File: config.mk
export PLATFORM = sky130hd
export DESIGN_NAME = lcd_bus_receiver
export DESIGN_NICKNAME = d
export VERILOG_FILES = /design/src/rtl/lcd_bus_receiver.sv
export SDC_FILE = /design/constraint.sdc
export NUM_CORES = 1
export LEC_CHECK = 0
export CELL_PAD_IN_SITES_DETAIL_PLACEMENT = 0
export CELL_PAD_IN_SITES_GLOBAL_PLACEMENT = 1
export CORE_MARGIN = 1
export CORE_UTILIZATION = 52
export DETAILED_ROUTE_END_ITERATION = 10
export GPL_TIMING_DRIVEN = 1
export HOLD_SLACK_MARGIN = 0.12
export PLACE_DENSITY = 0.84
export SYNTH_ARGS = -nofsm -noshare
export SYNTH_HDL_FRONTEND = slang
export SYNTH_SLANG_ARGS = --single-unit
File: constraint.sdc
create_clock -name iCLK -period 3.35 [get_ports iCLK]
set_input_delay 0.67 -clock iCLK [delete_from_list [all_inputs] [get_ports iCLK]]
set_output_delay 0.67 -clock iCLK [all_outputs]
set_load 0.01 [all_outputs]
File: src/rtl/lcd_bus_receiver.sv
// lcd_bus_receiver: responder for an HD44780-style 8-bit LCD write bus.
// Holds a 2x16 visible DDRAM image, the address counter, display flags and a busy model.
module lcd_bus_receiver #(
    parameter int BUSY_CYCLES  = 2000,
    parameter int CLEAR_CYCLES = 82000
) (
    input  logic       iCLK,
    input  logic       iRST,
    input  logic [7:0] LCD_DATA,
    input  logic       LCD_RS,
    input  logic       LCD_RW,
    input  logic       LCD_EN,
    input  logic [4:0] iRD_ADDR,
    output logic [7:0] oRD_CHAR,
    output logic [6:0] oADDR,
    output logic       oBUSY,
    output logic       oDISP_ON,
    output logic       oCURSOR_ON,
    output logic       oBLINK_ON,
    output logic       oTWO_LINE,
    output logic       oEIGHT_BIT,
    output logic       oWR_STROBE,
    output logic       oCMD_ERR
);
    localparam int MAX_CYCLES = (CLEAR_CYCLES > BUSY_CYCLES) ? CLEAR_CYCLES : BUSY_CYCLES;
    localparam int CW = $clog2(MAX_CYCLES);
    localparam logic [CW-1:0] BUSY_LOAD  = CW'(BUSY_CYCLES - 1);
    localparam logic [CW-1:0] CLEAR_LOAD = CW'(CLEAR_CYCLES - 1);
    localparam logic [CW-1:0] FILL_LOAD  = CW'(31);

    typedef enum logic [1:0] {IDLE, EXEC, CLR} stateT;

    logic [10:0]   r_sync1, r_sync2;
    logic          r_enPrev, r_fall, r_cmdRs, r_cmdRw;
    logic [7:0]    r_cmdData;
    stateT         r_state;
    logic [CW-1:0] r_cnt;
    logic [4:0]    r_fillIdx;
    logic [6:0]    r_addr;
    logic          r_id, r_busy, r_dispOn, r_cursorOn, r_blinkOn;
    logic          r_twoLine, r_eightBit, r_wrStrobe, r_cmdErr;
    logic [7:0]    r_ddram [32];
    logic [7:0]    r_rdChar;

    logic          w_fall, w_accept, w_visible, w_memWe;
    logic [4:0]    w_cell, w_memAddr;
    logic [7:0]    w_memData;

    // Address ring is 0x00..0x27 then 0x40..0x67; anything else steps by plain +/-1.
    function automatic logic [6:0] stepAddr(input logic [6:0] a, input logic up);
        logic [6:0] n;
        if (up) n = (a == 7'h27) ? 7'h40 : (a == 7'h67) ? 7'h00 : a + 7'd1;
        else    n = (a == 7'h00) ? 7'h67 : (a == 7'h40) ? 7'h27 : a - 7'd1;
        return n;
    endfunction

    // All bus lines share one synchroniser so data stays aligned with EN.
    always_ff @(posedge iCLK) begin
        if (iRST) begin
            r_sync1   <= '0;
            r_sync2   <= '0;
            r_enPrev  <= 1'b0;
            r_fall    <= 1'b0;
            r_cmdRs   <= 1'b0;
            r_cmdRw   <= 1'b0;
            r_cmdData <= '0;
        end else begin
            r_sync1   <= {LCD_EN, LCD_RS, LCD_RW, LCD_DATA};
            r_sync2   <= r_sync1;
            r_enPrev  <= r_sync2[10];
            r_fall    <= w_fall;
            r_cmdRs   <= r_sync2[9];
            r_cmdRw   <= r_sync2[8];
            r_cmdData <= r_sync2[7:0];
        end
    end

    assign w_fall    = r_enPrev & ~r_sync2[10];
    assign w_accept  = r_fall & ~r_busy & ~r_cmdRw;
    assign w_visible = (r_addr[5:4] == 2'b00);
    assign w_cell    = {r_addr[6], r_addr[3:0]};
    assign w_memWe   = ~iRST & ((r_state == CLR) | (w_accept & r_cmdRs & w_visible));
    assign w_memAddr = (r_state == CLR) ? r_fillIdx : w_cell;
    assign w_memData = (r_state == CLR) ? 8'h20 : r_cmdData;

    // Every accepted transaction defaults to a BUSY_CYCLES stay in EXEC; clear, home and no-op override it.
    always_ff @(posedge iCLK) begin
        if (iRST) begin
            r_state    <= CLR;
            r_busy     <= 1'b1;
            r_cnt      <= FILL_LOAD;
            r_fillIdx  <= '0;
            r_addr     <= '0;
            r_id       <= 1'b1;
            r_eightBit <= 1'b1;
            r_twoLine  <= 1'b0;
            r_dispOn   <= 1'b0;
            r_cursorOn <= 1'b0;
            r_blinkOn  <= 1'b0;
            r_wrStrobe <= 1'b0;
            r_cmdErr   <= 1'b0;
        end else begin
            r_wrStrobe <= 1'b0;
            if (r_fall && (r_busy || r_cmdRw))
                r_cmdErr <= 1'b1;
            case (r_state)
                IDLE: begin
                    if (w_accept) begin
                        r_state <= EXEC;
                        r_busy  <= 1'b1;
                        r_cnt   <= BUSY_LOAD;
                        if (r_cmdRs) begin
                            r_addr     <= stepAddr(r_addr, r_id);
                            r_wrStrobe <= 1'b1;
                        end else begin
                            casez (r_cmdData)
                                8'b1???????: r_addr <= r_cmdData[6:0];
                                8'b01??????: ;
                                8'b001?????: begin
                                    r_eightBit <= r_cmdData[4];
                                    r_twoLine  <= r_cmdData[3];
                                end
                                8'b0001????: begin
                                    if (!r_cmdData[3])
                                        r_addr <= stepAddr(r_addr, r_cmdData[2]);
                                end
                                8'b00001???: begin
                                    r_dispOn   <= r_cmdData[2];
                                    r_cursorOn <= r_cmdData[1];
                                    r_blinkOn  <= r_cmdData[0];
                                end
                                // The S bit has no observable effect, so only I/D is kept.
                                8'b000001??: r_id <= r_cmdData[1];
                                8'b0000001?: begin
                                    r_addr <= '0;
                                    r_cnt  <= CLEAR_LOAD;
                                end
                                8'b00000001: begin
                                    r_addr    <= '0;
                                    r_id      <= 1'b1;
                                    r_cnt     <= CLEAR_LOAD;
                                    r_fillIdx <= '0;
                                    r_state   <= CLR;
                                end
                                default: begin
                                    r_state <= IDLE;
                                    r_busy  <= 1'b0;
                                end
                            endcase
                        end
                    end
                end
                EXEC: begin
                    if (r_cnt == '0) begin
                        r_state <= IDLE;
                        r_busy  <= 1'b0;
                    end else begin
                        r_cnt <= r_cnt - 1'b1;
                    end
                end
                CLR: begin
                    r_fillIdx <= r_fillIdx + 5'd1;
                    if (r_fillIdx == 5'd31 && r_cnt == '0) begin
                        r_state <= IDLE;
                        r_busy  <= 1'b0;
                    end else begin
                        if (r_fillIdx == 5'd31)
                            r_state <= EXEC;
                        r_cnt <= r_cnt - 1'b1;
                    end
                end
                default: r_state <= IDLE;
            endcase
        end
    end

    always_ff @(posedge iCLK) begin
        if (w_memWe)
            r_ddram[w_memAddr] <= w_memData;
    end

    // Read-before-write: a same-cycle write to the read cell returns the old value.
    always_ff @(posedge iCLK) begin
        if (iRST) r_rdChar <= 8'h00;
        else      r_rdChar <= r_ddram[iRD_ADDR];
    end

    assign oRD_CHAR   = r_rdChar;
    assign oADDR      = r_addr;
    assign oBUSY      = r_busy;
    assign oDISP_ON   = r_dispOn;
    assign oCURSOR_ON = r_cursorOn;
    assign oBLINK_ON  = r_blinkOn;
    assign oTWO_LINE  = r_twoLine;
    assign oEIGHT_BIT = r_eightBit;
    assign oWR_STROBE = r_wrStrobe;
    assign oCMD_ERR   = r_cmdErr;
endmodule

==> insert_results.sql <==
INSERT INTO impl_metrics (metric_group, metric, value, unit) VALUES
('synthesis', 'yosys.area_share.simple', '9.231', '%'),
('sta', 'final_number_of_setup_violating_endpoints', '0', ''),
('cts', 'post_cts_buffers', '0', ''),
('synthesis', 'synth-compound-area-share', '7.240', '%'),
('routing', 'route.final.wire_length', '29.35', 'mm'),
('cells_and_area', 'finish.net_count', '1005', ''),
('place', 'place.detailed.hpwl', '18.49', 'mm'),
('outcome', 'result_of_the_run', 'complete, but fails checks', ''),
('power_and_ir_drop', 'p_per_area', '641.7', 'nW/um^2'),
('hold_path', 'min_path_type', 'flip-flop to flip-flop', ''),
('routing', 'detail_route.drc_violations', '3', ''),
('cells_and_area', 'insertedDiodeCount', '0', ''),
('grt', 'grt_pass1_wl', '46.39', 'mm'),
('worst_setup_path', 'worstSetupStartpointType', 'flip-flop', ''),
('cts', 'cts_tree', 'done', ''),
('flow_run', 'max_cap_viol_count', '0', ''),
('worst_setup_path', 'setup.worst_path.start', 'r_state[0]$_SDFFE_PP0P_', ''),
('synthesis', 'postSynthCellCount', '915', ''),
('worst_setup_path', 'cp_max_fo', '17', ''),
('sta', 'period_share', '83.78', '%'),
('synthesis', 'async_reset_ff_share', '0', '%'),
('cells_and_area', 'layout-drive-gt1-share', '17.65', '%'),
('cts', 'numCtsBuffers', '35', ''),
('hold_path', 'worstHoldStart', 'r_sync2[10]$_SDFF_PP0_', ''),
('outcome', 'violations_in_the_final_reports', 'DRC', ''),
('synthesis', 'synth.lib_cells_used.distinct', '71', ''),
('grt', 'global_route.overflow_total', '0', ''),
('cts', 'clkSinkCount', '338', ''),
('cells_and_area', 'final_util', '60.73', '%'),
('routing', 'detailed_route_wire_length_per_cell', '21.93', 'um'),
('place', 'gpl.final_weighted_congestion', '0.8766', ''),
('die', 'die_height', '165.8', 'um'),
('synthesis', 'synth_mux_area_share', '12.36', '%'),
('cells_and_area', 'layout_common_cells', 'sky130_fd_sc_hd__edfxtp_1 (256), sky130_fd_sc_hd__dfxtp_1 (82), sky130_fd_sc_hd__nor2_1 (74)', ''),
('cts', 'cts_resized', '0', ''),
('sta', 'clock-skew-final', '0.02158', 'ns'),
('sta', 'tightestPinTransition', '0.9298', 'ns'),
('worst_setup_path', 'required', '3.50', 'ns'),
('sta', 'maxSlewViolCount', '0', ''),
('sta', 'fin_tns_setup', '0', 'ns'),
('synthesis', 'netlist.area_leader.share', '55.12', '%'),
('routing', 'routed-via-count', '8102', ''),
('die', 'floorplan.io_pins', '41', ''),
('synthesis', 'synth.largest_area_cell', 'sky130_fd_sc_hd__edfxtp_1', ''),
('sta', 'slew-limit-headroom', '37.14', '%'),
('worst_setup_path', 'cp_endpoint_kind', 'flip-flop', ''),
('worst_setup_path', 'r2r-start', 'r_state[0]$_SDFFE_PP0P_', ''),
('synthesis', 'seq_area_frac_synth', '66.89', '%'),
('cts', 'max-clock-path-buffers', '3', ''),
('synthesis', 'synthesis.area_per_instance', '15.24', 'um^2'),
('place', 'placement.io_buffers', '40', ''),
('die', 'floorplan.die.width', '165.8', 'um'),
('die', 'placeableCoreArea', '26210', 'um^2'),
('grt', 'grt_antenna_before_repair', '0', ''),
('synthesis', 'yosys_most_used_dff', 'sky130_fd_sc_hd__edfxtp_1', ''),
('cts', 'path_clk_slew', '0.06', 'ns'),
('worst_setup_path', 'timing_worst_setup_path_type', 'flip-flop to flip-flop', ''),
('die', 'fp-row-count', '59', ''),
('cts', 'htree_levels', '2', ''),
('synthesis', 'post_synthesis_instance_area', '13950', 'um^2'),
('routing', 'dr.pass1.iters', '8', ''),
('synthesis', 'synth-edff-count', '256', ''),
('die', 'initial_core_util', '53.22', '%'),
('die', 'die_area', '27480', 'um^2'),
('synthesis', 'net_count_of_the_mapped_netlist', '943', ''),
('synthesis', 'dominant_combinational_cell_family_by_area_after_synthesis', 'multiplexers', ''),
('sta', 'postLayoutSetupSlackWorst', '0.5432', 'ns'),
('power_and_ir_drop', 'peakVddDrop', '0.4366', 'mV'),
('sta', 'unrepaired_setup_endpoints_after_global_routing', 'false', ''),
('sta', 'fmax', '0.3563', 'GHz'),
('cts', 'cts_hold_buf', '0', '');
-- critical path, stage by stage (launching register included) --
cell and delay [ns]:
sky130_fd_sc_hd__dfxtp_1 0.33, sky130_fd_sc_hd__inv_1 0.12, sky130_fd_sc_hd__ha_1 0.53, sky130_fd_sc_hd__buf_4 0.25
sky130_fd_sc_hd__buf_4 0.22, sky130_fd_sc_hd__nand2_1 0.08, sky130_fd_sc_hd__o31ai_1 0.10, sky130_fd_sc_hd__nand2_1 0.19
sky130_fd_sc_hd__nor2_1 0.61
-- where the power goes --
group / leakage, nW / switching [W] / total (W) / internal, W
Clock: 0.539 / 0.00156 / 0.00379 / 0.00223
Combinational: 1.84 / 0.00102 / 0.00153 / 0.000514
Sequential: 3.05 / 0.000127 / 0.00489 / 0.00477
Total: 5.43 / 0.00270 / 0.0102 / 0.00751
-- cells by family after synthesis --
| group | Yosys count |
|---|---|
| muxes | 92 |
| adders and majority gates | 10 |
| buffers and inverters | 72 |
| xor gates and xnor gates | 11 |
| DFF | 338 |
| and+or+nand+nor | 241 |
| AOI/OAI and AO/OA | 151 |
-- stage by stage --
step                      total power, W  hold slack (ns)  cell area [um^2]  cells
after floorplan                 0.006134           0.3885             13950    915
after global placement          0.006462           0.4011             14790   1275
after detailed placement        0.006500           0.3981             14790   1275
after CTS                        0.01028           0.4096             15920   1338
after global routing             0.01064           0.4392             15920   1338
final                            0.01021           0.4055             15920   1338
-- Yosys cell counts (3+ instances only) --
| cell type | instances |
|---|---|
| sky130_fd_sc_hd__a211oi_1 | 5 |
| sky130_fd_sc_hd__a21oi_1 | 41 |
| sky130_fd_sc_hd__a221o_1 | 8 |
| sky130_fd_sc_hd__a221oi_1 | 3 |
| sky130_fd_sc_hd__a22oi_1 | 3 |
| sky130_fd_sc_hd__a311oi_1 | 3 |
| sky130_fd_sc_hd__a31oi_1 | 6 |
| sky130_fd_sc_hd__a32oi_1 | 3 |
| sky130_fd_sc_hd__and2_1 | 3 |
| sky130_fd_sc_hd__and3_1 | 8 |
| sky130_fd_sc_hd__buf_1 | 4 |
| sky130_fd_sc_hd__buf_2 | 9 |
| sky130_fd_sc_hd__buf_6 | 3 |
| sky130_fd_sc_hd__clkbuf_1 | 35 |
| sky130_fd_sc_hd__dfxtp_1 | 82 |
| sky130_fd_sc_hd__edfxtp_1 | 256 |
| sky130_fd_sc_hd__ha_1 | 10 |
| sky130_fd_sc_hd__inv_1 | 16 |
| sky130_fd_sc_hd__mux2i_1 | 26 |
| sky130_fd_sc_hd__mux4_2 | 64 |
| sky130_fd_sc_hd__nand2_1 | 30 |
| sky130_fd_sc_hd__nand2b_1 | 7 |
| sky130_fd_sc_hd__nand3_1 | 11 |
| sky130_fd_sc_hd__nand3b_1 | 5 |
| sky130_fd_sc_hd__nand4_1 | 3 |
| sky130_fd_sc_hd__nor2_1 | 76 |
| sky130_fd_sc_hd__nor2b_1 | 45 |
| sky130_fd_sc_hd__nor3_1 | 13 |
| sky130_fd_sc_hd__nor3b_1 | 4 |
| sky130_fd_sc_hd__nor4_1 | 4 |
| sky130_fd_sc_hd__o2111ai_1 | 3 |
| sky130_fd_sc_hd__o211ai_1 | 7 |
| sky130_fd_sc_hd__o21a_1 | 4 |
| sky130_fd_sc_hd__o21ai_0 | 27 |
| sky130_fd_sc_hd__o21ai_1 | 7 |
| sky130_fd_sc_hd__o221ai_1 | 8 |
| sky130_fd_sc_hd__o41ai_1 | 3 |
| sky130_fd_sc_hd__or3_1 | 18 |
| sky130_fd_sc_hd__xnor2_1 | 4 |
| sky130_fd_sc_hd__xor2_1 | 7 |
-- state kept, by name (all words and copies together) (netlist names), 2 cells and up --
signal     flops
r_ddram      256
r_cnt         17
oADDR          7
r_state        2
r_fillIdx      5
r_sync1       11
oRD_CHAR       8
r_cmdData      8
r_sync2       11
-- metal layers --
layer  part of all wire (%)  global-route usage (%)  vias to the layer above
li1                       -                       -                     3684
met1                     43                   31.50                     4050
met2                     48                   35.69                      317
met3                    6.2                   3.051                       51
met4                    2.2                   6.826                        0
met5                      0                       0                        -
-- worst paths after layout --
path	endpoint	slack, ns	cells past startpoint
setup / recovery	r_ddram[0][5]$_DFFE_PP_	0.54	8
hold / removal	r_fall$_SDFF_PP0_	0.41	1
setup reg to reg	r_ddram[0][5]$_DFFE_PP_	0.54	8
hold reg to reg	r_fall$_SDFF_PP0_	0.41	1
-- layout make-up --
| class | instances | area [um^2] |
|---|---|---|
| Tap cell | 335 | 419.2 |
| Sequential cell | 338 | 9329 |
| Clock inverter | 15 | 185.2 |
| Fill cell | 1936 | 10290 |
| Timing Repair Buffer | 80 | 713.2 |
| Multi-Input combinational cell | 505 | 4260 |
| Clock buffer | 48 | 944.7 |
| Inverter | 17 | 63.81 |
(Power assumes the default switching activity.)
